<file path="config.mk">
export PLATFORM = sky130hd
export DESIGN_NAME = sc_serial_tx
export DESIGN_NICKNAME = d
export VERILOG_FILES = /design/src/rtl/sc_serial_pkg.sv /design/src/rtl/sc_serial_shreg.sv /design/src/rtl/sc_serial_tx.sv
export SDC_FILE = /design/constraint.sdc
export NUM_CORES = 1
export LEC_CHECK = 0
export ABC_CLOCK_PERIOD_IN_PS = 2400
export CAP_MARGIN = 20
export CORE_ASPECT_RATIO = 0.6
export CORE_MARGIN = 2
export CORE_UTILIZATION = 30
export CTS_CLUSTER_DIAMETER = 100
export DETAILED_ROUTE_END_ITERATION = 10
export DONT_BUFFER_PORTS = 1
export PLACE_DENSITY = 0.43
export SYNTH_ARGS = -nofsm -noshare
export SYNTH_HDL_FRONTEND = slang
export SYNTH_SLANG_ARGS = --single-unit
export TNS_END_PERCENT = 5
</file>
<file path="constraint.sdc">
create_clock -name CLK -period 2.4 [get_ports CLK]
set_clock_uncertainty 0.1 [all_clocks]
set_input_delay 0.24 -clock CLK [delete_from_list [all_inputs] [get_ports CLK]]
set_output_delay 0.24 -clock CLK [all_outputs]
set_load 0.01 [all_outputs]
</file>
<file path="src/rtl/sc_serial_pkg.sv">
// sc_serial_pkg: shared states and sizing helpers for the serial transmitter
package sc_serial_pkg;
  typedef enum logic {IDLE = 1'b0, SHIFT = 1'b1} state_t;
  function automatic int frame_len(input int width, input int parity);
    return width + (parity != 0 ? 1 : 0);
  endfunction
  function automatic int cnt_width(input int width);
    return $clog2(width + 1);
  endfunction
endpackage

</file>
<file path="src/rtl/sc_serial_shreg.sv">
// sc_serial_shreg: loadable shift register whose head flop drives the serial line
module sc_serial_shreg #(
  parameter int WIDTH = 8,
  parameter int MSB_FIRST = 1
) (
  input  logic             clk,
  input  logic             rst_n,
  input  logic             load,
  input  logic             shift,
  input  logic             shift_in,
  input  logic [WIDTH-1:0] din,
  output logic             head
);
  logic [WIDTH-1:0] q;
  always_ff @(posedge clk or negedge rst_n)
    if (!rst_n) q <= '0;
    else if (load) q <= din;
    else if (shift) q <= (MSB_FIRST != 0) ? {q[WIDTH-2:0], shift_in} : {shift_in, q[WIDTH-1:1]};
  assign head = (MSB_FIRST != 0) ? q[WIDTH-1] : q[0];
endmodule

</file>
<file path="src/rtl/sc_serial_tx.sv">
// sc_serial_tx: valid/ready parallel-to-serial transmitter with optional even parity
module sc_serial_tx import sc_serial_pkg::*; #(
  parameter int WIDTH = 8,
  parameter int MSB_FIRST = 1,
  parameter int PARITY = 0
) (
  input  logic             CLK,
  input  logic             RN,
  input  logic [WIDTH-1:0] DIN,
  input  logic             DIN_VALID,
  output logic             DIN_READY,
  output logic             SDO,
  output logic             SFRAME,
  output logic             BUSY
);
  localparam int N = frame_len(WIDTH, PARITY);
  localparam int CW = cnt_width(WIDTH);
  localparam logic [CW-1:0] LAST = CW'(N - 1);
  state_t state, state_nx;
  logic [CW-1:0] cnt, cnt_nx;
  logic par, last, accept, shift_in;
  assign last = state == SHIFT && cnt == LAST;
  assign DIN_READY = RN && (state == IDLE || last);
  assign accept = DIN_VALID && DIN_READY;
  always_comb begin
    state_nx = accept ? SHIFT : last ? IDLE : state;
    cnt_nx = (accept || last) ? '0 : state == SHIFT ? cnt + CW'(1) : cnt;
  end
  always_ff @(posedge CLK or negedge RN)
    if (!RN) begin
      state <= IDLE;
      cnt <= '0;
      par <= 1'b0;
    end else begin
      state <= state_nx;
      cnt <= cnt_nx;
      if (accept) par <= ^DIN;
    end
  // parity enters the tail on the first shift and reaches the head right after the last data bit
  assign shift_in = PARITY != 0 && cnt == '0 && par;
  sc_serial_shreg #(.WIDTH(WIDTH), .MSB_FIRST(MSB_FIRST)) u_shreg (
    .clk(CLK),
    .rst_n(RN),
    .load(accept),
    .shift(state == SHIFT),
    .shift_in(shift_in),
    .din(DIN),
    .head(SDO)
  );
  assign SFRAME = state == SHIFT;
  assign BUSY = SFRAME;
endmodule

</file>
# Yosys cells after proc, flatten, opt, wreduce, memory -nomap -nowiden
# Cells that the tools add are included.
# op_classes
add_sub_neg	1
multipliers	0
div_mod_pow	0
order_cmp	0
eq_ne	1
shifts	0
n_mux	6
bitwise_logic	1
n_reduce_logical	8
# ops
operator	count
two-way mux 8 bit	2
two-way mux 4 bit	2
nonzero test 2 bit	3
adder 4 x 1 -> 4 bit (second input constant)	1
equality test 4 x 3 -> 1 bit (second input constant)	1
logical AND 1 bit	3
logical OR 1 bit	2
two-way mux 1 bit	2
inverter 1 bit	1
# word_totals
reg_bits	13
latch_bits	0
ramBits	0
mem_bits_ro	0
input_bits	11
out_inout_bits	4
word_cells	20
memories	0

# Longest topological paths before layout
# Gate-level depths: netlist (run 1).
# depth
depth_word	7
mapped_depth	4
depth_no_buf	4

# By module
# A second synthesis (run 1) with hierarchy kept.
# unflattened
cells_unflattened	61
area_unflattened_um2	624.3
# by_module_without_submodules
module	instances	cells_per_inst	area_each_um2	seq_area_each_um2
sc_serial_shreg	1	34	372.9	200.2
sc_serial_tx	1	27	251.5	125.1

# Worst setup path before layout (run 1)
# Ideal clock, no wire load.
# synth_timing
path_type	reg-to-output
start	register cnt[0]
end	output DIN_READY
arrival_time_ps	1012
t_required_ps	2060
setup_slack_ps	1048
stages_incl_launch_ff	5
cell_sequence	dfrtp_1 ha_1 nand3b_4 nand2_1 and2_1
# synth_between
elab_chain_cells	4
# synth_rtl
element	line_no	source
start: declaration	sc_serial_tx.sv:20	logic [CW-1:0] cnt, cnt_nx;
start signal: assignment	sc_serial_tx.sv:36	cnt <= cnt_nx;
equality test 4 x 3 -> 1 bit	sc_serial_tx.sv:22	assign last = state == SHIFT && cnt == LAST;
logical AND 1 bit	sc_serial_tx.sv:22	
logical OR 1 bit	sc_serial_tx.sv:23	assign DIN_READY = RN && (state == IDLE || last);
logical AND 1 bit	sc_serial_tx.sv:23	
end: declaration	sc_serial_tx.sv:11	output logic DIN_READY,
# Every way passes these cells.

# Worst setup path after layout (run 1)
# layout_timing
start	register state, in the netlist BUSY
end	output DIN_READY
# layout_between
elab_chain_cells	3
word_cells_on_any_way	4
classes_between	bitwise: 1; reduce/logical: 3
# layout_rtl
element	line_no	source
start: declaration	sc_serial_tx.sv:19	state_t state, state_nx;
start signal: assignment	sc_serial_tx.sv:35	state <= state_nx;
logical AND 1 bit or inverter 1 bit (tied branches)	sc_serial_tx.sv:22, sc_serial_tx.sv:23	
logical OR 1 bit (*)	sc_serial_tx.sv:23	
logical AND 1 bit (*)	sc_serial_tx.sv:23	
# Mark *: on every way between the ends. The rest lies on a longest branch, timed or not.

==> results by group, run 1 <==
Die
  • I/O Pins: 15
  • Core area: approximately 0.0021 mm^2
  • Die Y: 40.7 um
  • Die Area: 0.00265 mm^2
  • Row count: 13
  • Initial core utilization: 0.314
  • Die width: between 60 and 70 um

Critical path
  • Critical Path Fanout Max: 16
  • R2r worst-path depth: 3
  • CP arrival: ~1.5 ns
  • Crit end category: primary output
  • WP data required: ~2.1 ns
  • CP delay by family, top: flip-flops
  • Setup CP Type: reg -> out
  • CP Launch Type: flop
  • Slowest CP cell: dfrtp_1
  • Bufs and invs on worst path: 0
  • Reg-to-reg slack, setup: a little under 0.8 ns
  • Levels on crit path: 2
  • Crit path largest cell delay: around 0.77 ns
  • Worst path cell trace: nand2_1 -> and2_1

Clocking
  • CTS root buf: clkbuf_8
  • Max Root-Sink Buffers: 2
  • TritonCTS clock tree: yes
  • Clk Latency, worst-skew pair: ~0.24 ns
  • H-Tree Depth: 1
  • Clock slew at reported path FFs: roughly 0.060 ns
  • # hold bufs at CTS: 1
  • Post-CTS resize count: 0
  • Clock sinks: 13
  • CTS Buf Count: 3
  • Post CTS Setup Buffer Count: 0

Timing
  • Final Max Slew Viols: 0
  • Setup violations, final: 0
  • Fin crit period: ~1.8 ns
  • Setup TNS: 0 ns
  • Hold Vio Cnt, Final: 0
  • Final Cycle Share: 0.766
  • Worst slew margin: 0.558
  • RSZ-0062 raised after global routing: false
  • Worst hold slack: roughly 0.05 ns
  • Tightest Pin Transition: 0.663 ns
  • FMAX: 544 MHz

Synth
  • Synth Register Bits: 13
  • Post-synth net total: just under 70
  • Sequential area share after synthesis: 0.483
  • Synthesized area per cell: 11.8 um^2
  • Post-Syn Area: 673 um^2
  • Synthesized instance count: 57
  • Unique masters post-synth: 21
  • Yosys warns: 0

Pwr
  • Max IR drop VDD: 408 uV
  • Cell Pwr Density: 1310 mW/mm^2
  • Power, Total: 0.982 mW
  • Static Leak: between 0.3 and 0.4 nW

Layout
  • Register area: about 330 um^2
  • FILL cells: 240
  • ANT cells: 0
  • Share of layout cells above drive strength 1: 0.117
  • # nets final: 73
  • Fin cells: 90
  • Most frequent cells in the layout: 13 x dfrtp_1, 7 x o221a_1, 6 x nand2b_1
  • Most common cell after layout, fill and taps aside: dfrtp_1
  • Layout Utilization: 0.350
  • Area occupied by multi-input gates: about 330 um^2
  • P&R area growth vs syn: 11.5%

Route
  • Via/cell ratio: approximately 5.4
  • Per-cell routed wire length: about 16 um
  • 1st-pass router iterations: 4
  • Final ANT Viol Nets: 0
  • Drc violations: 0
  • Vias: roughly 490
  • Drt initial violations: 24
  • Routed WL: 1450 um

Run
  • Max-Cap Viols: 0

Worst hold path
  • Hold Path Stages: 1
  • Hold WC Path Type: in -> reg

Global routing
  • First-pass GRT wire length: approximately 2400 um
  • Total track usage: 0.136
  • Largest net degree at the start of global routing: 17
  • Initial antenna violation count: 0
  • Vias in the first global route: approximately 500
  • Grt total ovfl: 0

Run status
  • Status: completed

Place
  • Cell Count Post-Placement: 85
  • Final HPWL DP: 974 um
  • Port Buffer Count: 0
  • RePlAce Congestion: about 0.70
[worst paths after layout]
path                         from           end
min in group asynchronous      RN        cnt[3]
hold / removal             DIN[0]  u_shreg.q[0]
max in group asynchronous      RN  u_shreg.q[3]
setup reg to reg             BUSY  u_shreg.q[1]
setup / recovery             BUSY     DIN_READY
hold reg to reg            cnt[1]        cnt[1]
[state kept, by name, indices dropped and copies added, names as in the netlist]
register / flops
BUSY: 1
cnt: 4
u_shreg.q: 8
[final cells by class]
type | instances | share of cell area
clock buffers | 4 | 0.0600
repair buffers | 1 | 0.0133
flip-flops and latches | 13 | 0.433
well taps | 30 | 0.0500
multi-input cells | 42 | 0.443
[power by group]
| part | switching (mW) | internal (mW) |
|---|---|---|
| combinational | 0.147 | 0.190 |
| clock | 0.0787 | 0.117 |
| sequential | 0.125 | 0.324 |
| total | 0.351 | 0.631 |
[cell usage after synthesis (all sizes together)]
| master | count | share of area |
|---|---|---|
| a31o | 1 | 0.013 |
| nand2 | 5 | 0.032 |
| o311ai | 1 | 0.013 |
| dfrtp | 13 | 0.48 |
| a211o | 4 | 0.052 |
| buf | 2 | 0.022 |
| nand3b | 1 | 0.030 |
| ha | 1 | 0.019 |
| a21oi | 2 | 0.015 |
| a31oi | 1 | 0.0093 |
| nand3 | 2 | 0.015 |
| nor3b | 1 | 0.011 |
| and3 | 4 | 0.037 |
| o221a | 7 | 0.12 |
| and2 | 2 | 0.019 |
| nand2b | 6 | 0.056 |
| o21ai | 2 | 0.032 |
| a32o | 1 | 0.015 |
| a21o | 1 | 0.011 |
[per-stage QoR]
step	cell area, um^2	worst slack [ns]
after detailed placement	696	0.793
after floorplan	673	1.05
after CTS	751	0.539
after global routing	751	0.465
final	751	0.561
after global placement	696	0.802
[cell families after synthesis]
family                     Yosys count  share of synthesized area
and+or+nand+nor                     21                      0.199
DFF                                 13                      0.483
adders and majority gates            1                     0.0186
buffers and inverters                2                     0.0223
AOI/OAI and AO/OA                   20                      0.277
[per-layer routing]
| layer | part of all wire | global-route usage | vias to the layer above |
|---|---|---|---|
| met1 | 0.55 | 0.181 | 237 |
| met3 | 0.062 | 0.0714 | 2 |
| met2 | 0.38 | 0.196 | 15 |
| met5 | 0 | 0 | - |
| met4 | 0.0090 | 0.0313 | 0 |
| li1 | - | - | 231 |
(Power assumes the default switching activity.)
==> run 2: changes to the inputs <==
--- a/config.mk
+++ b/config.mk
@@ -5,7 +5,7 @@
 export SDC_FILE = /design/constraint.sdc
 export NUM_CORES = 1
 export LEC_CHECK = 0
-export ABC_CLOCK_PERIOD_IN_PS = 2400
+export ABC_CLOCK_PERIOD_IN_PS = 1500
 export CAP_MARGIN = 20
 export CORE_ASPECT_RATIO = 0.6
 export CORE_MARGIN = 2
@@ -13,7 +13,7 @@
 export CTS_CLUSTER_DIAMETER = 100
 export DETAILED_ROUTE_END_ITERATION = 10
 export DONT_BUFFER_PORTS = 1
-export PLACE_DENSITY = 0.43
+export PLACE_DENSITY = 0.44
 export SYNTH_ARGS = -nofsm -noshare
 export SYNTH_HDL_FRONTEND = slang
 export SYNTH_SLANG_ARGS = --single-unit
==> constraint.sdc (replaced) <==
create_clock -name CLK -period 1.5 [get_ports CLK]
set_clock_uncertainty 0.1 [all_clocks]
set_input_delay 0.15 -clock CLK [delete_from_list [all_inputs] [get_ports CLK]]
set_output_delay 0.15 -clock CLK [all_outputs]
set_load 0.01 [all_outputs]
==> results by group, run 2 (synthesized netlist as in run 1, its figures left out) <==
Global routing
  • Grt total ovfl: 0
  • Vias in the first global route: between 500 and 600
  • Total track usage: 0.142
  • Largest net degree at the start of global routing: 14
  • Initial antenna violation count: 0
  • First-pass GRT wire length: ~2600 um

Place
  • Port Buffer Count: 0
  • Cell Area, Placed: around 700 um^2
  • Setup WS pre-CTS: about 0.051 ns
  • Cell Count Post-Placement: 88
  • RePlAce Congestion: 0.735
  • Final HPWL DP: between 1000 and 1500 um

Route
  • Drt initial violations: 31
  • Final ANT Viol Nets: 0
  • Drc violations: 0
  • 1st-pass router iterations: 4
  • Per-cell routed wire length: roughly 15 um
  • Via/cell ratio: approximately 5.0
  • Vias: around 520
  • Routed WL: about 1600 um

Layout
  • P&R area growth vs syn: 34.2%
  • ANT cells: 0
  • FILL cells: between 200 and 250
  • Most frequent cells in the layout: 13 x dfrtp_1, 8 x dlygate4sd3_1, 8 x buf_4
  • Most common cell after layout, fill and taps aside: dfrtp_1
  • # nets final: slightly below 90
  • Fin cells: about 110
  • Post-route cell area: roughly 900 um^2
  • Max FFs per register: 8
  • Top reg by flops: u_shreg.q
  • Share of layout cells above drive strength 1: 0.240

Clocking
  • Max Root-Sink Buffers: 2
  • Clock slew at reported path FFs: about 0.060 ns
  • Clk Latency, worst-skew pair: approximately 0.24 ns
  • TritonCTS clock tree: yes
  • CTS Buf Count: 3
  • H-Tree Depth: 1
  • CTS root buf: clkbuf_8
  • Clock sinks: 13

Critical path
  • Crit end category: primary output
  • Reg2reg start: cnt[1]
  • CP delay by family, top: flip-flops
  • R2r worst-path depth: 4
  • Slowest CP cell: dfrtp_1
  • FF-to-FF End: u_shreg.q[6]
  • Setup CP Type: reg -> out
  • Crit path largest cell delay: about 0.42 ns
  • Worst path cell trace: ha_4 -> nand3b_4 -> nand2_4 -> and2_4
  • Reg-to-reg slack, setup: ~0.080 ns
  • CP Launch Type: flop
  • Bufs and invs on worst path: 0
  • CP arrival: roughly 1.2 ns
  • WP data required: about 1.3 ns
  • Critical Path Fanout Max: 5

Pwr
  • Power, Total: 1.81 mW
  • Cell Pwr Density: ~2000 mW/mm^2
  • Static Leak: a little under 0.4 nW
  • Max IR drop VDD: between 800 and 900 uV

Die
  • Die Area: about 0.0027 mm^2
  • I/O Pins: 15
  • Row count: 13
  • Die width: 65.2 um
  • Initial core utilization: 0.314
  • Core area: approximately 0.0021 mm^2
  • Die Y: between 40 and 50 um

Timing
  • Fin worst setup slack: ~0.044 ns
  • Worst slew margin: 0.593
  • Setup TNS: 0 ns
  • Final Max Slew Viols: 0
  • Final Cycle Share: 0.971
  • FMAX: about 690 MHz
  • Fin crit period: between 1 and 1.5 ns
  • RSZ-0062 raised after global routing: true
  • Hold Vio Cnt, Final: 0
  • Setup violations, final: 0
  • Tightest Pin Transition: 0.609 ns

Worst hold path
  • Hold WC Path Type: in -> reg
  • Hold Path Stages: 1
  • Hold EP: u_shreg.q[6]
  • Worst min-delay path startpoint: DIN[6]

Run status
  • Status: completed

Run
  • Max-Cap Viols: 0
## run 2: worst max-delay path by stage
stage / start / end / slack [ns] / cells past startpoint
global route: cnt[1] / DIN_READY / -0.02 / 4
floorplan: cnt[0] / u_shreg.q[4] / 0.16 / 4
detailed placement: cnt[0] / u_shreg.q[6] / 0.05 / 4
global placement: cnt[0] / u_shreg.q[5] / 0.07 / 4
CTS: cnt[1] / DIN_READY / 0.0002 / 4
finish: cnt[1] / DIN_READY / 0.04 / 4
## run 2: final cells by class
cell class	count	area (um^2)	area share
repair buffers	16	140	0.155
multi-input cells	42	355	0.393
flip-flops and latches	13	325	0.360
well taps	30	37.5	0.0416
clock buffers	4	45.0	0.0499
## run 2: worst reg2reg max path, stage by stage, from the launching register on
cell	delay, ns
dfrtp_1	0.42
ha_4	0.17
nand3b_4	0.12
nand2b_1	0.24
o221a_1	0.26
## run 2: per-layer routing
metal	GRT usage	part of all wire	up-vias
li1	-	-	260
met1	0.194	0.55	248
met2	0.193	0.38	14
met3	0.0714	0.059	2
met4	0.0469	0.0083	0
met5	0	0	-
## run 2: where the power goes
group / switching, mW / internal [mW]
registers: 0.174 / 0.520
clock network: 0.130 / 0.188
logic: 0.325 / 0.478
total: 0.629 / 1.19
## run 2: stage by stage
stage,util,hold WS [ns]
after global placement,0.334,-0.245
after CTS,0.400,0.00201
after detailed placement,0.334,-0.245
after floorplan,-,-0.246
after global routing,0.421,0.00332
final,0.421,0.00557
## run 2: timing repair
action                                  CTS  global route
endpoints found under the hold margin    19             1
gates resized for setup                   4             1
pin swaps                                 0             3
cloned                                    0             0
endpoints found under the setup margin    1             1
buffers inserted                          1             4
hold buffers                              7             1
